## src/rtl/dcache_snoop_agent_pkg.sv

```systemverilog
`default_nettype none
// +----------------------------------------------------------------------+
// | Module  : dcache_snoop_agent_pkg                                     |
// | Brief   : Shared coherence types for the dcache snoop responder.     |
// | Revision: 1.0                                                        |
// +----------------------------------------------------------------------+
package dcache_snoop_agent_pkg;

   localparam int IDX_W     = 3;
   localparam int TAG_W     = 26;
   localparam int BLK_WORDS = 2;
   localparam int WORD_W    = 32;
   localparam int BLK_W     = BLK_WORDS * WORD_W;

   typedef enum logic [1:0] {
      IDLE = 2'd0,
      WB0  = 2'd1,
      WB1  = 2'd2
   } snoop_state_t;

   typedef struct packed {
      logic [TAG_W-1:0] tag;
      logic [IDX_W-1:0] idx;
      logic             blkoff;
      logic [1:0]       bytoff;
   } dcache_addr_t;

   // Word-aligned address of one word of the block holding a.
   function automatic logic [WORD_W-1:0] wb_word_addr(input dcache_addr_t a, input logic word_sel);
      return {a.tag, a.idx, word_sel, 2'b00};
   endfunction

endpackage
`default_nettype wire

```

## src/rtl/dcache_snoop_agent_way_match.sv

```systemverilog
`default_nettype none
// +----------------------------------------------------------------------+
// | Module  : dcache_snoop_agent_way_match                               |
// | Brief   : Valid/tag compare across ways; lowest matching way wins.   |
// | Revision: 1.0                                                        |
// +----------------------------------------------------------------------+
module dcache_snoop_agent_way_match
   import dcache_snoop_agent_pkg::*;
#(
   parameter int WAYS  = 2,
   parameter int WAY_W = (WAYS > 1) ? $clog2(WAYS) : 1
) (
   input  logic [WAYS-1:0]       frm_valid,
   input  logic [WAYS-1:0]       frm_dirty,
   input  logic [WAYS*TAG_W-1:0] frm_tag,
   input  logic [TAG_W-1:0]      snoop_tag,
   output logic [WAYS-1:0]       hit,
   output logic [WAY_W-1:0]      hit_way,
   output logic                  hit_dirty
);

   genvar gi;
   generate
      for (gi = 0; gi < WAYS; gi++) begin : g_cmp
         assign hit[gi] = frm_valid[gi] & (frm_tag[gi*TAG_W +: TAG_W] == snoop_tag);
      end
   endgenerate

   // Descending scan so the lowest-numbered matching way is the one left standing.
   always_comb begin
      hit_way   = '0;
      hit_dirty = 1'b0;
      for (int w = WAYS-1; w >= 0; w--) begin
         if (hit[w]) begin
            hit_way   = WAY_W'(w);
            hit_dirty = frm_dirty[w];
         end
      end
   end

endmodule
`default_nettype wire

```

## src/rtl/dcache_snoop_agent.sv

```systemverilog
`default_nettype none
// +----------------------------------------------------------------------+
// | Module  : dcache_snoop_agent                                         |
// | Brief   : MSI snoop responder: probe, dirty-block writeback, M->S/I. |
// | Revision: 1.0                                                        |
// +----------------------------------------------------------------------+
module dcache_snoop_agent
   import dcache_snoop_agent_pkg::*;
#(
   parameter int WAYS = 2
) (
   input  logic                  CLK,
   input  logic                  nRST,
   input  logic                  ccwait,
   input  logic                  ccinv,
   input  logic [31:0]           ccsnoopaddr,
   input  logic                  dwait,
   output logic [IDX_W-1:0]      probe_idx,
   input  logic [WAYS-1:0]       frm_valid,
   input  logic [WAYS-1:0]       frm_dirty,
   input  logic [WAYS*TAG_W-1:0] frm_tag,
   input  logic [WAYS*BLK_W-1:0] frm_data,
   output logic                  upd_en,
   output logic                  upd_way,
   output logic                  upd_valid,
   output logic                  upd_dirty,
   output logic                  cctrans,
   output logic [31:0]           snp_daddr,
   output logic [31:0]           snp_dstore,
   input  logic                  link_valid,
   input  logic [31:0]           link_addr,
   output logic                  link_clear,
   output logic                  snoop_busy
);

   snoop_state_t r_state, w_next;
   dcache_addr_t r_addr;
   logic         r_way;
   logic [BLK_W-1:0] r_data;

   dcache_addr_t     w_snp;
   logic [WAYS-1:0]  w_hit;
   logic             w_hit_way;
   logic             w_hit_dirty;
   logic             w_latch;
   logic [28:0]      w_blk_addr;
   logic             w_unused;

   assign w_snp     = dcache_addr_t'(ccsnoopaddr);
   assign probe_idx = (r_state == IDLE) ? w_snp.idx : r_addr.idx;
   assign w_unused  = ^{link_addr[2:0], r_addr.blkoff, r_addr.bytoff};

   dcache_snoop_agent_way_match #(.WAYS(WAYS)) u_way_match (
      .frm_valid (frm_valid),
      .frm_dirty (frm_dirty),
      .frm_tag   (frm_tag),
      .snoop_tag (w_snp.tag),
      .hit       (w_hit),
      .hit_way   (w_hit_way),
      .hit_dirty (w_hit_dirty)
   );

   always_ff @(posedge CLK or negedge nRST) begin
      if (!nRST) begin
         r_state <= IDLE;
         r_addr  <= '0;
         r_way   <= 1'b0;
         r_data  <= '0;
      end else begin
         r_state <= w_next;
         if (w_latch) begin
            r_addr <= w_snp;
            r_way  <= w_hit_way;
            r_data <= frm_data[int'(w_hit_way)*BLK_W +: BLK_W];
         end
      end
   end

   always_comb begin
      w_next     = r_state;
      w_latch    = 1'b0;
      cctrans    = 1'b0;
      upd_en     = 1'b0;
      upd_way    = 1'b0;
      upd_valid  = 1'b0;
      upd_dirty  = 1'b0;
      snp_daddr  = '0;
      snp_dstore = '0;
      w_blk_addr = (r_state == IDLE) ? ccsnoopaddr[31:3] : {r_addr.tag, r_addr.idx};
      case (r_state)
         IDLE: begin
            if (ccwait && (|w_hit)) begin
               if (w_hit_dirty) begin
                  cctrans = 1'b1;
                  w_latch = 1'b1;
                  w_next  = WB0;
               end else if (ccinv) begin
                  upd_en  = 1'b1;
                  upd_way = w_hit_way;
               end
            end
         end
         WB0: begin
            cctrans    = 1'b1;
            snp_daddr  = wb_word_addr(r_addr, 1'b0);
            snp_dstore = r_data[WORD_W-1:0];
            if (!dwait) w_next = WB1;
         end
         WB1: begin
            cctrans    = 1'b1;
            snp_daddr  = wb_word_addr(r_addr, 1'b1);
            snp_dstore = r_data[BLK_W-1:WORD_W];
            // ccinv is only honoured here: it picks M->I over M->S.
            if (!dwait) begin
               upd_en    = 1'b1;
               upd_way   = r_way;
               upd_valid = ~ccinv;
               w_next    = IDLE;
            end
         end
         default: w_next = IDLE;
      endcase
      link_clear = upd_en & ~upd_valid & link_valid & (link_addr[31:3] == w_blk_addr);
      snoop_busy = ccwait | (r_state != IDLE);
   end

endmodule
`default_nettype wire

```

## config.mk

```make
export PLATFORM = sky130hd
export DESIGN_NAME = dcache_snoop_agent
export DESIGN_NICKNAME = d
export VERILOG_FILES = /design/src/rtl/dcache_snoop_agent_pkg.sv /design/src/rtl/dcache_snoop_agent_way_match.sv /design/src/rtl/dcache_snoop_agent.sv
export SDC_FILE = /design/constraint.sdc
export NUM_CORES = 1
export LEC_CHECK = 0
export CORE_ASPECT_RATIO = 0.8
export CORE_MARGIN = 10
export CORE_UTILIZATION = 45
export DETAILED_ROUTE_END_ITERATION = 10
export GPL_TIMING_DRIVEN = 0
export HOLD_SLACK_MARGIN = 0.05
export PLACE_DENSITY = 0.95
export SYNTH_ARGS = -nofsm -noshare
export SYNTH_HDL_FRONTEND = slang
export SYNTH_SLANG_ARGS = --single-unit
export TNS_END_PERCENT = 30
```

## constraint.sdc

```tcl
create_clock -name CLK -period 7.6 [get_ports CLK]
set_input_delay 0.76 -clock CLK [delete_from_list [all_inputs] [get_ports CLK]]
set_output_delay 0.76 -clock CLK [all_outputs]
set_load 0.02 [all_outputs]
```

# Word-level counts from Yosys, hierarchy flattened
# Cells that the tools add are included.
# totals
mem_count,0
inputBits,254
regBits,96
rom_bits,0
mem_bits_rw,0
output_inout_bits,74
latchBits,0
word_cells,58
# classes
bitwise_logic,8
div,0
n_reduce_logical,6
n_lt_le_gt_ge,0
eq_ne,9
shift,1
n_addsub,0
mux,29
mul,0
# ops
op,count
case mux 32 bit (2 select lines),2
variable part select 128 x 8 -> 64 bit,1
== test 26 bit,2
== test 29 bit,1
2-to-1 mux 29 bit,1
2-to-1 mux 1 bit,17
2-to-1 mux 2 bit,4
case mux 1 bit (2 select lines),3
case mux 2 bit (3 select lines),1
AND 1 bit,5
"inequality test 2 x 1 -> 1 bit, second input constant",2
"inequality test 2 bit, second input constant",2
AND reduction 4 bit,1
OR reduction 2 bit,2
2-to-1 mux 3 bit,1
"== test 2 x 1 -> 1 bit, second input constant",1
"== test 2 bit, second input constant",1
logical NOT 2 bit,1
NOT 1 bit,2
nonzero test 2 bit,1
logical AND 1 bit,1
bitwise OR 1 bit,1

# Depth between registers and ports, before layout
# Gate-level depths: netlist (run 1).
# logic_depth
depth_word,10
depth_mapped,10
depth_no_buf,8

# By module
# From an unflattened synthesis (run 1), not the netlist that was laid out.
# hier_totals
hier_cells,633
area_unflattened_um2,6130.9
# modules_own_cells
module,n_inst,seq_area_each_um2,area_per_inst_um2,cells_per_inst
dcache_snoop_agent,1,2402.3,5515.3,558
dcache_snoop_agent_way_match,1,0.0,615.6,75

# Worst setup path before layout (run 1)
# Ideal clock, no wire load.
# synth_path
path_type,input port to output port
from,input port ccsnoopaddr[11]
to,output port cctrans
setup_slack_ns,4.147
path_stages,7
arrival_time_ns,2.693
path_buffers,1
path_cell_list,xnor2_1 > nand4_1 > or4_4 > or3_4 > a21o_1 > buf_6 > a21oi_1
# synth_between
elab_chain_len,7
word_cells_on_any_way,11
cone_classes,eq/ne: 2; mux: 5; bitwise: 2; reduce/logical: 2
# synth_lines
element,line_no,source
"start, declared",dcache_snoop_agent.sv:16,"input logic [31:0] ccsnoopaddr,"
== test 26 bit,dcache_snoop_agent_way_match.sv:25,assign hit[gi] = frm_valid[gi] & (frm_tag[gi*TAG_W +: TAG_W] == snoop_tag);
AND 1 bit,dcache_snoop_agent_way_match.sv:25,
2-to-1 mux 1 bit (2 in a row),dcache_snoop_agent_way_match.sv:34,if (hit[w]) begin
2-to-1 mux 1 bit,dcache_snoop_agent.sv:93,if (w_hit_dirty) begin
2-to-1 mux 1 bit (*),dcache_snoop_agent.sv:92,if (ccwait && (|w_hit)) begin
case mux 1 bit (2 select lines) (*),dcache_snoop_agent.sv:90,case (r_state)
"end, declared",dcache_snoop_agent.sv:27,"output logic cctrans,"
# Mark *: on every way between the ends. The rest lies on a longest branch, timed or not.

# Final worst setup path (run 1)
# layout_path
from,register r_state[0]
to,output port link_clear
# layout_between
elab_chain_len,6
word_cells_on_any_way,10
cone_classes,eq/ne: 2; mux: 3; bitwise: 4; reduce/logical: 1
# layout_lines
element,line_no,source
"start, declared",dcache_snoop_agent.sv:36,"snoop_state_t r_state, w_next;"
"start signal, assigned",dcache_snoop_agent.sv:70,r_state <= w_next;
branches (longest 5 deep; another with 2-to-1 mux 29 bit),--,
AND 1 bit (*),dcache_snoop_agent.sv:123,link_clear = upd_en & ~upd_valid & link_valid & (link_addr[31:3] == w_blk_addr);
"end, declared",dcache_snoop_agent.sv:32,"output logic link_clear,"
# Mark *: on every way between the ends.

==> reports/results.ini, run 1 <==
[worst_setup_path]
endpoint=link_clear
start_kind=register
cp.required_ns=6.84
cp_max_fo=10
r2r_cells=8
cp.arrival_ns=4.38
cp-startpoint=r_state[0]
r2r-start=r_state[0]
end_kind=output pin
timing.rr.end=r_state[1]
path_class=register to output pin
r2r_slack_ns=4.62

[timing]
rsz0062_at_grt=false
tightest_slew_ns=0.910
period_share=0.676
tns_ns=0
relSlewSlack=0.393
finalHoldViolations=0
max_freq_mhz=195
clock_skew_ns=0.00516
slew_viol_final=0
period_minus_slack_ns=5.14
finalSetupViolations=0

[grt]
grt_overflow_total=0
grt_pass1_vias=6271
grt_pass1_wl_um=37400
grt.total_usage=0.241
antenna_found_initial=0
grt_max_degree=58

[synthesis]
synthTopCellsByArea=dfrtp_1, mux2_4, mux2_2
synthFlopType=dfrtp_1
synthAdderAreaFrac=0.00923
synth_edf_count=0
synth_top_family_by_area=multiplexers
yosysSeqAreaShare=0.354
synth.distinct_cells=43
synthSimpleGateAreaFrac=0.0889
synthMuxAreaShare=0.345
ys_warn_count=0
yosys.area_share.xor_xnor=0.102
synth_seq_cells=96
synth_compound_area_frac=0.0502
synth_top_area_share=0.354
syn-mean-instance-area_um2=11.9
synthesis.area_um2=6780
synthArstFlopShare=1.00
synth_top_area_cell=dfrtp_1
syn_inst=570

[pwr]
p_clk_frac=0.378
p_sw_frac=0.234
pwr_density_cell_nw_per_um2=115
internal_power_uw=923
p_switching_uw=282
p_leak_nw=4.52
pwr-share-seq=0.424
pwr-share-comb=0.199
ir_drop_mv=0.0997

[floorplan]
ios=328
initial_core_util=0.455
num_rows=40
dieArea_um2=20400
core_area_um2=14900
die_w_um=157
die_h_um=130

[clock_tree]
clk_pin_slew_ns=0.07
clockBufferDepth=2
clkLatencyLatePin_ns=0.33
cts_buffers=9
clock_sinks=96
post_cts_buffers=0
cts_tree=built
root_buffer=clkbuf_16
htree_levels=3
ctsResizeCount=0
hold_buffers=0

[layout]
drive_gt1_frac=0.202
fin_nets=1161
area_growth_pct=55.3
n_fill_cell=1052
diodes=0
post-route-util=0.706

[flow_run]
maxCapViolCount=0

[placed_design]
dp_hpwl_um=21100
gp_congestion=0.959
port_buffers=318

[routing]
drt-wirelength-per-cell_um=23.4
drt-total-wl_um=25700
first_iter_violations=276
ant_nets=0
vias=5771
drc=0
via_per_inst=5.27
dr.pass1.iters=4

[outcome]
status=completed

[min_path]
hold_class=primary input to async pin

-- sequential cells by signal, summed over array words and instances (netlist names) --
register  count
r_addr       29
r_state       2
r_data       64
r_way         1
-- worst min path at each step --
stage	start	endpoint	slack [ns]	cells after the start
floorplan	nRST	r_addr[10]	0.46	0
global placement	r_data[55]	r_data[55]	0.47	1
detailed placement	r_data[53]	r_data[53]	0.48	1
CTS	nRST	r_addr[4]	0.42	1
global route	nRST	r_addr[14]	0.44	1
finish	nRST	r_addr[4]	0.42	1
-- worst max-delay path: stages, from the launching register on --
cell and delay (ns):
dfrtp_1 0.45, inv_1 0.11, ha_1 0.14, clkbuf_1 0.46, buf_2 0.48, buf_1 0.59, mux2i_1 0.31, xor2_1 0.18
nand4_1 0.25, nor3_1 0.22, o311a_1 0.20, clkdlybuf4s50_1 0.64
-- cell usage in the layout (no fill, tap or decap), types with 2 or more instances in the layout --
cell / n
nand4_1: 15
ha_1: 5
clkbuf_1: 17
o21ai_0: 2
nor3_1: 2
and2_1: 29
buf_4: 7
conb_1: 3
xor2_1: 31
clkdlybuf4s50_1: 317
nand2_1: 6
a21oi_1: 2
clkbuf_16: 9
mux2_2: 70
a21o_1: 2
buf_2: 5
clkinv_2: 3
nor2_1: 38
inv_6: 2
nand4b_1: 2
inv_1: 7
xnor2_1: 48
dfrtp_1: 96
nor2b_1: 3
mux2i_1: 27
mux2_4: 69
mux2_1: 22
nor4_1: 7
a22oi_1: 32
buf_12: 7
nand3_1: 3
-- per-layer routing --
metal,GRT usage,part of all wire
met5,0,0
met4,0.0428,0.0068
met3,0.0836,0.093
met2,0.392,0.48
met1,0.306,0.42
-- cell type report --
class / count / area (µm²) / area share
multi-input cells: 430 / 4050 / 0.385
repair buffers: 319 / 3210 / 0.305
inverters: 8 / 30.0 / 0.00285
well taps: 189 / 236 / 0.0225
plain buffers: 38 / 304 / 0.0289
clock buffers: 9 / 225 / 0.0214
clock inverters: 7 / 70.1 / 0.00666
flip-flops and latches: 96 / 2400 / 0.228
-- synthesized netlist by cell type (3+ instances only) --
| cell | instances |
|---|---|
| nand2_1 | 6 |
| xor2_1 | 31 |
| nand3_1 | 3 |
| nor2b_1 | 3 |
| a22oi_1 | 32 |
| mux2_2 | 70 |
| nor2_1 | 38 |
| ha_1 | 5 |
| nor4_1 | 7 |
| mux2_1 | 22 |
| buf_2 | 5 |
| dfrtp_1 | 96 |
| mux2_4 | 69 |
| buf_4 | 6 |
| inv_1 | 7 |
| nand4_1 | 15 |
| clkbuf_1 | 17 |
| xnor2_1 | 48 |
| mux2i_1 | 27 |
| and2_1 | 29 |
| buf_12 | 7 |
-- cells by family (layout without fill, tap and decap cells) --
family / count (synthesis) / count (layout)
muxes: 188 / 188
and+or+nand+nor: 111 / 111
DFF: 96 / 96
xor gates and xnor gates: 79 / 79
buffers and inverters: 46 / 381
AOI/OAI and AO/OA: 44 / 44
adders and majority gates: 5 / 5
other: 1 / 3
-- power groups by stage --
stage,registers (mW),clock network [mW],logic (mW)
CTS,0.511,0.468,0.239
finish,0.511,0.456,0.239
detailed placement,0.520,0,0.237
global route,0.510,0.489,0.255
floorplan,0.521,0,0.0653
global placement,0.521,0,0.231
-- per-stage QoR --
| step | cell area [µm²] | worst slack [ns] | power [mW] | instances | hold slack [ns] |
|---|---|---|---|---|---|
| 2_1_floorplan | 6790 | 4.15 | 0.586 | 572 | 0.459 |
| 3_3_place_gp | 10200 | 2.18 | 0.752 | 1079 | 0.469 |
| 3_5_place_dp | 10200 | 2.53 | 0.758 | 1080 | 0.476 |
| 4_1_cts | 10500 | 2.50 | 1.22 | 1096 | 0.419 |
| 5_1_grt | 10500 | 2.25 | 1.25 | 1096 | 0.436 |
| 6_report | 10500 | 2.46 | 1.21 | 1096 | 0.420 |
(Power assumes the default switching activity.)
==> run 2, diff against run 1 <==
--- a/config.mk
+++ b/config.mk
@@ -7,11 +7,11 @@
 export LEC_CHECK = 0
 export CORE_ASPECT_RATIO = 0.8
 export CORE_MARGIN = 10
-export CORE_UTILIZATION = 45
+export CORE_UTILIZATION = 42
 export DETAILED_ROUTE_END_ITERATION = 10
 export GPL_TIMING_DRIVEN = 0
 export HOLD_SLACK_MARGIN = 0.05
-export PLACE_DENSITY = 0.95
+export PLACE_DENSITY = 0.91
 export SYNTH_ARGS = -nofsm -noshare
 export SYNTH_HDL_FRONTEND = slang
 export SYNTH_SLANG_ARGS = --single-unit
==> constraint.sdc (replaced) <==
create_clock -name CLK -period 4.9 [get_ports CLK]
set_input_delay 0.49 -clock CLK [delete_from_list [all_inputs] [get_ports CLK]]
set_output_delay 0.49 -clock CLK [all_outputs]
set_load 0.02 [all_outputs]
==> run 2 against run 1 <==
Against the previous run: combinational power increased by 55%; power up 57%; die area up 6.1%; largest power group unchanged.
==> reports/results.ini, run 2 (synthesized netlist as in run 1, its figures left out) <==
[clock_tree]
clk_pin_slew_ns=0.07
clkLatencyLatePin_ns=0.35
cts_tree=built
hold_buffers=0
cts_buffers=9
htree_levels=3
clockBufferDepth=2
clock_sinks=96
root_buffer=clkbuf_16

[worst_setup_path]
r2r-start=r_state[0]
r2r_slack_ns=2.10
end_kind=output pin
r2r_cells=9
cp.required_ns=4.41
start_kind=register
path_class=register to output pin
cp_max_fo=10
timing.rr.end=r_data[0]
cp.arrival_ns=4.20

[timing]
tns_ns=0
max_freq_mhz=213
rsz0062_at_grt=false
finalSetupViolations=0
slew_viol_final=0
finalHoldViolations=0
clock_skew_ns=0.00705
fin_ws_ns=0.214
period_minus_slack_ns=4.69
relSlewSlack=0.383
whs_ns=0.135
tightest_slew_ns=0.925
period_share=0.956

[grt]
grt.total_usage=0.231
grt_pass1_vias=6317
grt_pass1_wl_um=38600
grt_overflow_total=0
grt_max_degree=57
antenna_found_initial=0

[layout]
top_register=r_data
reg_top3=r_data: 64 flops, r_addr: 29 flops, r_state: 2 flops
fin_nets=1161
largest_reg_flops=64
final_cell_mix=clkdlybuf4s50_1, dfrtp_1, mux2_2
diodes=0
area_growth_pct=55.9
drive_gt1_frac=0.202
final_common_cell=clkdlybuf4s50_1

[floorplan]
die_h_um=134
die_w_um=162
core_area_um2=15800
num_rows=41
ios=328
dieArea_um2=21700
initial_core_util=0.429

[routing]
via_per_inst=5.21
drc=0
first_iter_violations=405
drt-total-wl_um=25700
vias=5842
dr.pass1.iters=5
drt-wirelength-per-cell_um=22.9
ant_nets=0

[pwr]
p_leak_nw=4.52
pwr_density_cell_nw_per_um2=179
ir_drop_mv=0.149

[placed_design]
dp_hpwl_um=21100
port_buffers=318
dp_slack_ns=0.490
gp_congestion=0.898

[outcome]
status=completed

[flow_run]
maxCapViolCount=0

[min_path]
hold_class=primary input to async pin

-- run 2: cell types whose count changed in the layout (fill, tap and decap cells not counted) --
cell | previous run | this run
inv_8 | 0 | 2
clkinvlp_4 | 1 | 2
buf_1 | 1 | 0
inv_6 | 2 | 1
clkbuf_1 | 17 | 18
clkinv_2 | 3 | 0
clkbuf_2 | 0 | 1
-- run 2: cell type report --
cell class / instances / area [µm²]
Fill cell: 1249 / 5230
Multi-Input combinational cell: 430 / 4050
Timing Repair Buffer: 319 / 3210
Sequential cell: 96 / 2400
Buffer: 38 / 305
Tap cell: 215 / 269
Clock buffer: 10 / 229
Clock inverter: 6 / 76.3
Inverter: 8 / 30.0
-- run 2: worst max-delay path by stage --
| stage | startpoint | slack (ns) | end | cells past startpoint |
|---|---|---|---|---|
| 5_1_grt | r_state[1] | 0.03 | link_clear | 10 |
| 2_1_floorplan | r_state[0] | 1.89 | link_clear | 10 |
| 3_5_place_dp | ccsnoopaddr[29] | 0.49 | upd_en | 10 |
| 4_1_cts | r_state[0] | 0.16 | link_clear | 11 |
| 6_report | r_state[0] | 0.21 | link_clear | 10 |
| 3_3_place_gp | nRST | -0.30 | r_data[22] | 1 |
-- run 2: what timing repair did --
action / CTS / global route
gates resized for setup: 0 / 1
endpoints found under the setup margin: 0 / 1
buffers inserted: 0 / 0
-- run 2: layer usage --
metal	track usage	wire length [µm]	up-vias
li1	-	-	2697
met4	0.0555	435	0
met1	0.297	10900	2876
met2	0.365	12100	240
met5	0	0	-
met3	0.0757	2190	29
-- run 2: power by group --
part           switching, mW  internal [mW]  total [mW]
clock network          0.329          0.405       0.734
logic                  0.128          0.243       0.371
registers        0.000000265          0.792       0.792
total                  0.457           1.44        1.90
-- run 2: per-stage QoR --
step / power, mW / area, µm² / util / std cells
6_report: 1.90 / 10600 / 0.669 / 1122
5_1_grt: 1.97 / 10600 / 0.669 / 1122
4_1_cts: 1.92 / 10600 / 0.669 / 1122
3_5_place_dp: 1.17 / 10300 / 0.650 / 1106
3_3_place_gp: 1.17 / 10200 / 0.648 / 1105
2_1_floorplan: 0.909 / 6790 / - / 572
-- run 2: worst max-delay path: stages (launching register included) --
cell	delay, ns
dfrtp_1	0.44
inv_1	0.11
ha_1	0.14
clkbuf_1	0.43
clkbuf_1	0.75
mux2i_1	0.54
xor2_1	0.19
nand4_1	0.10
nor4_1	0.29
o311a_1	0.21
clkdlybuf4s50_1	0.63
==> run 3, diff against run 2 <==
--- a/config.mk
+++ b/config.mk
@@ -11,6 +11,7 @@
 export DETAILED_ROUTE_END_ITERATION = 10
 export GPL_TIMING_DRIVEN = 0
 export HOLD_SLACK_MARGIN = 0.05
+export MAX_ROUTING_LAYER = met4
 export PLACE_DENSITY = 0.91
 export SYNTH_ARGS = -nofsm -noshare
 export SYNTH_HDL_FRONTEND = slang
==> run 3 against run 2 <==
Against the previous run: clock power is 13% higher; flip-flop and latch count is the same; non-clock buffer count unchanged; final area increased by 0.38%; first-iteration DRC count grew 0.49%; cell count hardly changed; combinational power about the same; sequential share of layout area decreased by 0.086 points; critical endpoint unchanged.
==> reports/results.ini, run 3 (synthesized netlist as in run 1, its figures left out) <==
[worst_setup_path]
cp.required_ns=4.41
path_cells=inv_1 > ha_1 > clkbuf_1 > clkbuf_1 > mux2i_1 > xor2_1 > nand4_1 > nor4_1 > o311a_1 > clkdlybuf4s50_1
slowest_delay_ns=0.79
path_buf_inv=4
cp.arrival_ns=4.25
cp_max_fo=10
end_kind=output pin
critPathTopFamily=buffers and inverters
start_kind=register
path_class=register to output pin
crit_slowest_cell=clkbuf_1
crit_top_cell=clkbuf_1

[clock_tree]
root_buffer=clkbuf_16
clkLatencyLatePin_ns=0.35
cts_tree=built
cts_buffers=9
ctsResizeCount=0
clock_sinks=96
hold_buffers=0
htree_levels=3
post_cts_buffers=0
clockBufferDepth=2
clk_pin_slew_ns=0.07

[layout]
final_common_cell=clkdlybuf4s50_1
area_growth_pct=56.5
largest_reg_flops=64
fin_nets=1161
final_cell_mix=clkdlybuf4s50_1, dfrtp_1, mux2_2
seq_area_um2=2400
n_fill_cell=1255
multi_input_area_um2=4050
top_register=r_data
final_area_um2=10600
reg_top3=r_data: 64 flops, r_addr: 29 flops, r_state: 2 flops
stdcell_count=1123
drive_gt1_frac=0.201

[timing]
slew_viol_final=0
clock_skew_ns=0.00447
tightest_slew_ns=0.971
period_minus_slack_ns=4.74
rsz0062_at_grt=false
period_share=0.966
tns_ns=0
finalSetupViolations=0
max_freq_mhz=211
finalHoldViolations=0
relSlewSlack=0.353

[routing]
via_per_inst=5.18
ant_nets=0
drc=0
drt-wirelength-per-cell_um=23.5
vias=5817
first_iter_violations=407
drt-total-wl_um=26400
dr.pass1.iters=5

[pwr]
p_clk_frac=0.416
pwr_density_cell_nw_per_um2=188
p_sw_frac=0.228
ir_drop_mv=0.179
internal_power_mw=1.54
pwr-share-seq=0.397
p_switching_uw=454
p_leak_nw=4.53
pwr-share-comb=0.187
total_power_mw=1.99

[floorplan]
num_rows=41
die_w_um=162
die_h_um=134
dieArea_um2=21700
core_area_um2=15800
ios=328
initial_core_util=0.429

[grt]
antenna_found_initial=0
grt_overflow_total=0
grt.total_usage=0.242
grt_pass1_wl_um=39100
grt_pass1_vias=6454
grt_max_degree=57

[min_path]
hold_class=primary input to async pin

[placed_design]
gp_congestion=0.909
port_buffers=318
place_area_um2=10300
place_inst=1106
dp_hpwl_um=21800

[flow_run]
maxCapViolCount=0

[outcome]
status=completed

run 3: cell count changes in the layout (fill, tap and decap cells not counted), sizes merged:
cell,change
clkbuf,-1
clkinvlp,-1
inv,-1
diode,+1
buf,+1
bufinv,+2
run 3: power by group through the flow:
stage	logic (mW)	clock network, mW	registers, mW
final	0.373	0.828	0.792
after global routing	0.397	0.874	0.791
after CTS	0.372	0.840	0.792
after detailed placement	0.369	0	0.807
after global placement	0.358	0	0.808
after floorplan	0.101	0	0.807
run 3: stage by stage:
| step | util | setup WS, ns | hold WS [ns] |
|---|---|---|---|
| after detailed placement | 0.650 | 0.449 | 0.476 |
| after global routing | 0.671 | 0.0139 | 0.174 |
| after floorplan | - | 1.89 | 0.194 |
| after global placement | 0.648 | -0.313 | 0.471 |
| final | 0.672 | 0.165 | 0.139 |
| after CTS | 0.671 | 0.282 | 0.151 |
run 3: layer usage:
metal  global-route usage  part of all wire  up-vias
met5                    -                 0        -
met4               0.0565             0.016        0
met3               0.0653             0.073       28
met2                0.386              0.48      240
met1                0.300              0.43     2869
li1                     -                 -     2680
run 3: layout make-up:
| type | instances | area share |
|---|---|---|
| Timing Repair Buffer | 319 | 0.302 |
| Clock buffer | 10 | 0.0216 |
| Clock inverter | 6 | 0.0108 |
| Inverter | 8 | 0.00283 |
| Buffer | 38 | 0.0287 |
| Sequential cell | 96 | 0.226 |
| Tap cell | 215 | 0.0254 |
| Multi-Input combinational cell | 430 | 0.382 |
| Antenna cell | 1 | 0.000236 |
run 3: path summary, 6_finish.rpt:
kind                       startpoint  cells after the start  slack [ns]          to
max in group asynchronous        nRST                      2        4.09  r_data[51]
setup / recovery           r_state[0]                     10        0.16  link_clear
hold reg to reg            r_data[56]                      1        0.49  r_data[56]
setup reg to reg           r_state[0]                      8        2.01  r_state[1]
hold / removal                   nRST                      1        0.14  r_addr[12]
min in group CLK           r_data[56]                      1        0.49  r_data[56]
